File: src/rtl/bus_rr_if.sv
// Packet bus between the device FIFOs and the round-robin scheduler.
// The master side is the scheduler; the slave side is the device array.
interface bus_rr_if #(
    parameter int controladores = 5,
    parameter int BITS          = 16
);
    logic [controladores-1:0]           pndng;
    logic [controladores-1:0][BITS-1:0] D_pop;
    logic [controladores-1:0]           dest_full;
    logic [controladores-1:0]           pop;
    logic [controladores-1:0]           push;
    logic [BITS-1:0]                    D_push;

    modport master (
        input  pndng, D_pop, dest_full,
        output pop, push, D_push
    );

    modport slave (
        output pndng, D_pop, dest_full,
        input  pop, push, D_push
    );
endinterface

File: src/rtl/bus_rr_scheduler.sv
// Round-robin scheduler: pops one packet from a pending device FIFO,
// decodes its destination ID and pushes it to one device or broadcasts it.
module bus_rr_scheduler #(
    parameter int controladores = 5,
    parameter int BITS          = 16,
    parameter int broadcast     = 145
) (
    input  logic       clk,
    input  logic       reset,
    bus_rr_if.master   bus,
    output logic [3:0] grant_id,
    output logic       busy,
    output logic       drop
);
    localparam int             N    = controladores;
    localparam logic [N-1:0]   ONE  = {{(N-1){1'b0}}, 1'b1};
    localparam logic [3:0]     LAST = 4'(N - 1);
    localparam logic [4:0]     N5   = 5'(N);
    localparam logic [7:0]     BCID = 8'(broadcast);
    localparam logic [7:0]     N8   = 8'(N);

    typedef enum logic [1:0] {
        IDLE  = 2'd0,
        POP   = 2'd1,
        ROUTE = 2'd2,
        PUSH  = 2'd3
    } state_t;

    state_t          state_r, state_s;
    logic [3:0]      rr_ptr_r, rr_ptr_s;
    logic [3:0]      grant_r, grant_s;
    logic [BITS-1:0] data_r, data_s;
    logic [N-1:0]    tgt_r, tgt_s;

    logic [2*N-1:0]  rot_s;
    logic [3:0]      pos_s;
    logic [4:0]      sum_s;
    logic [3:0]      pick_s;
    logic [BITS-1:0] head_s;
    logic [7:0]      dst_s;
    logic [N-1:0]    route_s;
    logic            valid_s;
    logic [3:0]      next_ptr_s;

    assign grant_id = grant_r;

    // Rotate pending so bit 0 is rr_ptr; the lowest set bit wins, then un-rotate modulo N
    always_comb begin
        rot_s = {bus.pndng, bus.pndng} >> rr_ptr_r;
        pos_s = 4'd0;
        for (int j = N - 1; j >= 0; j--) begin
            pos_s = rot_s[j] ? 4'(j) : pos_s;
        end
        sum_s  = {1'b0, rr_ptr_r} + {1'b0, pos_s};
        pick_s = (sum_s >= N5) ? 4'(sum_s - N5) : sum_s[3:0];
    end

    // Head word of the granted device FIFO
    always_comb begin
        head_s = '0;
        for (int i = 0; i < N; i++) begin
            head_s = (grant_r == 4'(i)) ? bus.D_pop[i] : head_s;
        end
    end

    // Destination decode of the latched packet
    always_comb begin
        dst_s      = data_r[BITS-1:BITS-8];
        next_ptr_s = (grant_r == LAST) ? 4'd0 : grant_r + 4'd1;
        if (dst_s == BCID) begin
            route_s = ~(ONE << grant_r);
            valid_s = 1'b1;
        end else if (dst_s < N8) begin
            route_s = ONE << dst_s[3:0];
            valid_s = 1'b1;
        end else begin
            route_s = '0;
            valid_s = 1'b0;
        end
    end

    // Next-state and strobe decode; push is held off until every target has room
    always_comb begin
        state_s    = state_r;
        rr_ptr_s   = rr_ptr_r;
        grant_s    = grant_r;
        data_s     = data_r;
        tgt_s      = tgt_r;
        bus.pop    = '0;
        bus.push   = '0;
        bus.D_push = '0;
        drop       = 1'b0;
        busy       = (state_r != IDLE);
        case (state_r)
            IDLE: begin
                if (|bus.pndng) begin
                    grant_s = pick_s;
                    state_s = POP;
                end else begin
                    state_s = IDLE;
                end
            end
            POP: begin
                bus.pop = ONE << grant_r;
                data_s  = head_s;
                state_s = ROUTE;
            end
            ROUTE: begin
                if (valid_s) begin
                    tgt_s   = route_s;
                    state_s = PUSH;
                end else begin
                    drop     = 1'b1;
                    rr_ptr_s = next_ptr_s;
                    state_s  = IDLE;
                end
            end
            PUSH: begin
                bus.D_push = data_r;
                if ((tgt_r & bus.dest_full) == '0) begin
                    bus.push = tgt_r;
                    rr_ptr_s = next_ptr_s;
                    state_s  = IDLE;
                end else begin
                    state_s = PUSH;
                end
            end
            default: begin
                state_s = IDLE;
            end
        endcase
    end

    // State and datapath registers
    always_ff @(posedge clk or negedge reset) begin
        if (!reset) begin
            state_r  <= IDLE;
            rr_ptr_r <= 4'd0;
            grant_r  <= 4'd0;
            data_r   <= '0;
            tgt_r    <= '0;
        end else begin
            state_r  <= state_s;
            rr_ptr_r <= rr_ptr_s;
            grant_r  <= grant_s;
            data_r   <= data_s;
            tgt_r    <= tgt_s;
        end
    end
endmodule

File: src/flat_wrapper.sv
// flat-port wrapper written by rule: the top's interface ports become plain ports
module bus_rr_scheduler_flat 
#(
    parameter int controladores = 5,
    parameter int BITS          = 16,
    parameter int broadcast     = 145
)
  (clk, reset, grant_id, busy, drop, bus_pndng, bus_D_pop, bus_dest_full, bus_pop, bus_push, bus_D_push);
  bus_rr_if #(.controladores(controladores), .BITS(BITS)) bus_i ();
  input  logic clk;
  input  logic reset;
  output logic [3:0] grant_id;
  output logic busy;
  output logic drop;
  input wire logic [$bits(bus_i.pndng)-1:0] bus_pndng;
  input wire logic [$bits(bus_i.D_pop)-1:0] bus_D_pop;
  input wire logic [$bits(bus_i.dest_full)-1:0] bus_dest_full;
  output wire logic [$bits(bus_i.pop)-1:0] bus_pop;
  output wire logic [$bits(bus_i.push)-1:0] bus_push;
  output wire logic [$bits(bus_i.D_push)-1:0] bus_D_push;
  assign bus_i.pndng = bus_pndng;
  assign bus_i.D_pop = bus_D_pop;
  assign bus_i.dest_full = bus_dest_full;
  assign bus_pop = bus_i.pop;
  assign bus_push = bus_i.push;
  assign bus_D_push = bus_i.D_push;
  bus_rr_scheduler #(.controladores(controladores), .BITS(BITS), .broadcast(broadcast)) u_core (.clk(clk), .reset(reset), .bus(bus_i), .grant_id(grant_id), .busy(busy), .drop(drop));
endmodule
File: config.mk
export PLATFORM = sky130hd
export DESIGN_NAME = bus_rr_scheduler_flat
export DESIGN_NICKNAME = d
export VERILOG_FILES = /design/src/rtl/bus_rr_if.sv /design/src/rtl/bus_rr_scheduler.sv /design/src/flat_wrapper.sv
export SDC_FILE = /design/constraint.sdc
export NUM_CORES = 1
export LEC_CHECK = 0
export CORE_MARGIN = 3
export CORE_UTILIZATION = 30
export CTS_CLUSTER_SIZE = 28
export DETAILED_ROUTE_END_ITERATION = 6
export GPL_TIMING_DRIVEN = 0
export PLACE_DENSITY = 0.72
export REMOVE_ABC_BUFFERS = 1
export SYNTH_ARGS = -nofsm -noshare
export SYNTH_HDL_FRONTEND = slang
export SYNTH_SLANG_ARGS = --single-unit
export TNS_END_PERCENT = 50
File: constraint.sdc
create_clock -name clk -period 4.1 [get_ports clk]
set_input_delay 0.82 -clock clk [delete_from_list [all_inputs] [get_ports clk]]
set_output_delay 0.82 -clock clk [all_outputs]
set_load 0.01 [all_outputs]
Yosys cells after proc, flatten, opt, wreduce, memory -nomap -nowiden
Index checks and enable logic that the tools add are counted.
Storage, ports and cells
  latch bits: 0
  output and inout bits: 32
  bits in read-only memories: 0
  memory bits (writable): 0
  register bits after elaboration: 31
  logic and storage cells: 63
  input port bits: 92
  memories kept: 0
Cells by class
  reductions and logical operators: 9
  add/sub/neg operators: 3
  mux-type cells: 29
  equality and inequality tests: 10
  $lt $le $gt $ge: 2
  bitwise gates (word level): 2
  shift-type cells: 3
  div/mod/pow operators: 0
  multipliers: 0
Operator list (number)
  two-way mux 16 bit: 6
  two-way mux 4 bit: 8
  two-way mux 5 bit: 5
  left shift 1 x 4 -> 5 bit, first input constant: 2
  right shift 10 x 4 -> 5 bit: 1
  == test 4 x 2 -> 1 bit, second input constant: 2
  == test 8 bit, second input constant: 1
  less-than comparator 8 x 3 -> 1 bit, second input constant: 1
  one-hot mux 2 bit (4 select lines): 1
  one-hot mux 4 bit (2 select lines): 1
  adder 4 x 4 -> 5 bit: 1
  AND 5 bit: 1
  greater-or-equal comparator 5 x 3 -> 1 bit, second input constant: 1
  logical NOT 5 bit: 1
  two-way mux 1 bit: 5
  NOT 5 bit: 1
  OR reduction 5 bit: 1
  adder 4 x 1 -> 4 bit, second input constant: 1
  == test 2 bit, second input constant: 2
  == test 4 x 1 -> 1 bit, second input constant: 1
  == test 4 x 3 -> 1 bit, second input constant: 1
  logical NOT 4 bit: 1
  two-way mux 2 bit: 2
  AND reduction 2 bit: 2
  other kinds (8): 9

Logic depth before layout (Yosys ltp)
  depth after elaboration: 9
  gate-level depth with buffers: 16
  mapped depth without buffers: 14

Worst setup path before layout
Ideal clock, no wire load.
  path kind: input to register
  from: input port bus_pndng[3]
  to: register u_core.grant_r[2], in the netlist u_core.grant_id[2]
  stages on the path: 13
  slack: 451 ps
  arrival time: 3508 ps
  data required time: 3958 ps
  buffers on the path: 0
  cells stage by stage: mux2i_1 o22ai_1 o22a_1 o21ba_1 ha_1 fa_1 inv_1 ha_1 mux2_4 a222oi_1 o211ai_2 a211oi_1 a221oi_1
On the way
  word-level cells in the longest chain between the ends: 9
  elaborated cells between the ends (all ways): 12
  classes of those cells: add/sub (2); order compare (1); shift (1); mux (6); reduce/logical (2)
RTL lines
  from (decl): RTL line flat_wrapper.sv:15  | input wire logic [$bits(bus_i.pndng)-1:0] bus_pndng;
  right shift 10 x 4 -> 5 bit: RTL line bus_rr_scheduler.sv:49  | rot_s = {bus.pndng, bus.pndng} >> rr_ptr_r;
  two-way mux 3 bit: RTL line bus_rr_scheduler.sv:52  | pos_s = rot_s[j] ? 4'(j) : pos_s;
  two-way mux 4 bit (4 in a row): RTL line bus_rr_scheduler.sv:52
  adder 4 x 4 -> 5 bit: RTL line bus_rr_scheduler.sv:54  | sum_s = {1'b0, rr_ptr_r} + {1'b0, pos_s};
  subtractor 4 x 3 -> 4 bit / greater-or-equal comparator 5 x 3 -> 1 bit (equally long branches): RTL line bus_rr_scheduler.sv:55  | pick_s = (sum_s >= N5) ? 4'(sum_s - N5) : sum_s[3:0];
  two-way mux 4 bit: RTL line bus_rr_scheduler.sv:55
  to (signal assigned): RTL line bus_rr_scheduler.sv:145  | grant_r <= grant_s;
  to (decl): RTL line bus_rr_scheduler.sv:31  | logic [3:0] grant_r, grant_s;
Several ways; a longest one is shown, not always the timed one.
A chain may end at the register's enable or synchronous reset.

Worst setup path in the final report
  from: input port bus_pndng[4]
  to: register u_core.grant_r[2], in the netlist u_core.grant_id[2]
The elaborated chain is that of the path after synthesis.

==> results.toml <==
[layout]
insertedDiodeCount = 0
nFillCells = 877
final_layout_size_suffix_gt1_share_pct = 5.37
nets = 549
final_area_mm2 = 0.00414
area_delta_synth_final_pct = 49.3

[synth]
synth_area_leader_cell = "dfrtp_1"
synth_compound_gate_area_share_pct = 25.7
synth_xor_area_share_pct = 0.949
synthCells = 340
async_reset_ff_share_pct = 100
ys.flop_type = "dfrtp_1"
synth_top_area_share_pct = 28.0
yosys.cell_types.count = 56
synth_area_mm2 = 0.00277
yosys_warnings = 0
synth_top_family_by_area = "simple AND/OR/NAND/NOR gates"
avgSynthCellArea_um2 = 8.15
synth_edf_count = 0
synthMuxAreaShare_pct = 5.42
yosys.area_share.adder_pct = 5.24
yosys.area_share.simple_pct = 29.1
seq_area_frac_synth_pct = 28.0
ys_ff_latch = 31
synth_area_leaders = "dfrtp_1 (28%), a221oi_1 (5.1%), and3_1 (4.7%)"

[power_and_ir_drop]
power_density_mw_per_mm2 = 707
netSwitchingFraction_pct = 47.2
clkPwrFrac_pct = 8.9
pwr-share-comb_pct = 67.5
p_leak_nw = 1.69
internal_power_mw = 1.54
switching_power_mw = 1.38
seqPwrFrac_pct = 23.6
peakVddDrop_v = 0.000263

[timing]
whs_ns = 0.472
relSlewSlack_pct = 13.2
finalSetupViolCount = 0
rsz0062_at_grt = "true"
fin_crit_ns = 3.90
hold_viol = 0
skew_ns = 0.00705
tightest_slew_ns = 1.30
min_period_over_period_pct = 95.2
finalSetupTns_ns = 0
setup_ws_ns = 0.197
max_freq_mhz = 256
drv_slew = 0

[route]
routed_wl_um = 8710
num_vias = 2946
drc = 0
first_iter_violations = 94
via_per_inst = 5.31
firstDrtPassIters = 4
wl_per_cell_um = 15.7
ant_nets = 0

[placement]
gp_congestion = 0.855
place_ws_ns = -0.514
numPortBuffers = 123
dp_hpwl_um = 6710
placed_area_mm2 = 0.00402

[run_status]
status = "complete, no violations"

[critical_path]
cp_max_fo = 7
cpPeakStageDelay_ns = 0.55
cp_data_arrival_time_ns = 4.04
crit_top_cell = "ha_1"
worst_ep_required_time_ns = 4.24
slowest_stage = "fa_1"
critPathCaptureType = "register"
crit_type = "input port to register"
path_cells = "dlygate4sd2_1 > mux2i_2 > o211ai_1 > o22a_1 > o21ba_1 > ha_1 > fa_1 > inv_1 > ha_1 > mux2_4 > a222oi_1 > buf_4 > o211ai_2 > a211oi_2 > a221oi_1"
reg2reg_slack_ns = 0.34
critPathLaunchType = "input port"

[floorplanning]
core_area_mm2 = 0.00885
start_util_pct = 31.3
io_pins = 124
std_cell_rows = 34
die_x_um = 102
dieArea_mm2 = 0.0104
die_h_um = 102

[global_routing]
grt_max_degree = 35
grt_usage_pct = 16.9
grt_first_pass_wirelength_um = 14000
antenna_found_initial = 0
grt-ovfl-total = 0
grt_pass1_vias = 2785

[clock_tree]
worstSkewPairLatency_ns = 0.28
cts-htree-levels = 2
cts_buffer_depth = 2
clk_pin_slew_worst_paths_ns = 0.06
cts-buffers-inserted = 5
cts_root_buffer = "clkbuf_8"
cts_tree = "yes"
clock-sinks = 31

[job]
cap_violations = 0

[hold_path]
min_path_type = "register to register"
## Yosys cell counts (3+ instances only)
cell,count
dfrtp_1,31
a21oi_1,7
a22oi_1,8
a211oi_1,15
and2_1,7
nand2b_1,3
ha_1,10
o21ai_1,13
a32oi_1,3
and3_1,21
inv_1,10
clkbuf_1,15
o21ai_0,3
mux2i_1,9
nor2_1,27
buf_2,8
o31ai_1,15
nor2b_1,19
nor3_1,20
nand2_1,31
mux2_1,4
a221oi_1,16
nand3_1,7
## flip-flops by register name, indices dropped and copies added, names as in the netlist
name,cells
u_core.grant_id,4
u_core.rr_ptr_r,4
u_core.data_r,16
u_core.tgt_r,5
u_core.state_r,2
## metal layers
metal / routed length (um) / up-vias / track usage (%)
met5: 0 / - / 0
li1: - / 1475 / -
met1: 3700 / 1379 / 20.7
met2: 4410 / 84 / 30.3
met4: 127 / 0 / 4.54
met3: 480 / 8 / 2.94
## cell families (layout without fill, tap and decap cells)
kind of cell	Yosys count	in the layout
adder cells (fa/ha/maj)	11	11
AO/OA/AOI/OAI	94	94
AND/OR/NAND/NOR	151	151
XOR/XNOR	3	3
flip-flops	31	31
multiplexers	14	14
buffers and inverters	36	143
## critical path, delay by kind of cell
kind	cells	cell delay (ns)
AO/OA/AOI/OAI	7	1.17
adder cells (fa/ha/maj)	3	0.96
buffers and inverters	3	0.57
multiplexers	2	0.53
## power by group through the flow
stage / clock [mW] / combinational (mW) / sequential, mW
floorplan: 0 / 1.38 / 0.616
global placement: 0 / 1.86 / 0.684
detailed placement: 0 / 1.92 / 0.693
CTS: 0.269 / 1.97 / 0.686
global route: 0.282 / 2.22 / 0.726
finish: 0.261 / 1.97 / 0.689
## final cells by class
class,instances,area (um2),share of cell area (%)
clock buffer,8,100,2.42
inverter,10,37.5,0.908
multi-input combinational,273,1850,44.8
sequential,31,777,18.8
tap,108,135,3.27
timing repair buffer,125,1230,29.8
## through the flow
step	std cells	total power, mW	utilization, %
final	555	2.92	46.7
after detailed placement	545	2.61	45.4
after CTS	554	2.92	46.6
after floorplan	314	2.00	-
after global placement	545	2.55	45.4
after global routing	555	3.23	46.7
## path summary, 6_finish.rpt
kind	from	end	depth (start not counted)
max	bus_pndng[4]	u_core.grant_id[2]$_DFFE_PN0P_	15
min	u_core.data_r[6]$_DFFE_PN0P_	u_core.data_r[6]$_DFFE_PN0P_	2
max reg2reg	u_core.rr_ptr_r[1]$_DFFE_PN0P_	u_core.grant_id[2]$_DFFE_PN0P_	14
min reg2reg	u_core.data_r[6]$_DFFE_PN0P_	u_core.data_r[6]$_DFFE_PN0P_	2
min in group asynchronous	reset	u_core.data_r[1]$_DFFE_PN0P_	1
max in group asynchronous	reset	u_core.rr_ptr_r[0]$_DFFE_PN0P_	1
## placed cells by master, fill, tap and decap left out, types with 3 or more instances in the layout
| cell type | count |
|---|---|
| clkdlybuf4s50_1 | 117 |
| nand2_1 | 31 |
| dfrtp_1 | 30 |
| nor2_1 | 27 |
| and3_1 | 21 |
| nor3_1 | 20 |
| nor2b_1 | 19 |
| a221oi_1 | 16 |
| o31ai_1 | 15 |
| a211oi_1 | 14 |
| o21ai_1 | 13 |
| inv_1 | 10 |
| ha_1 | 10 |
| mux2i_1 | 8 |
| a22oi_1 | 8 |
| a21oi_1 | 7 |
| and2_1 | 7 |
| nand3_1 | 7 |
| clkbuf_8 | 7 |
| mux2_1 | 4 |
| dlygate4sd2_1 | 4 |
| nand2b_1 | 3 |
| o21ai_0 | 3 |
| a32oi_1 | 3 |
## repair_timing
| action | 4_1_cts | 5_1_grt |
|---|---|---|
| setup buffers | 1 | 1 |
| resized for setup | 7 | 4 |
| hold endpoints to repair | 0 | 0 |
| gates cloned | 0 | 0 |
| pin swaps | 2 | 3 |
| setup endpoints to repair | 3 | 3 |
| hold buffers | 0 | 0 |
No activity file was read; power rests on OpenSTA's default activity.
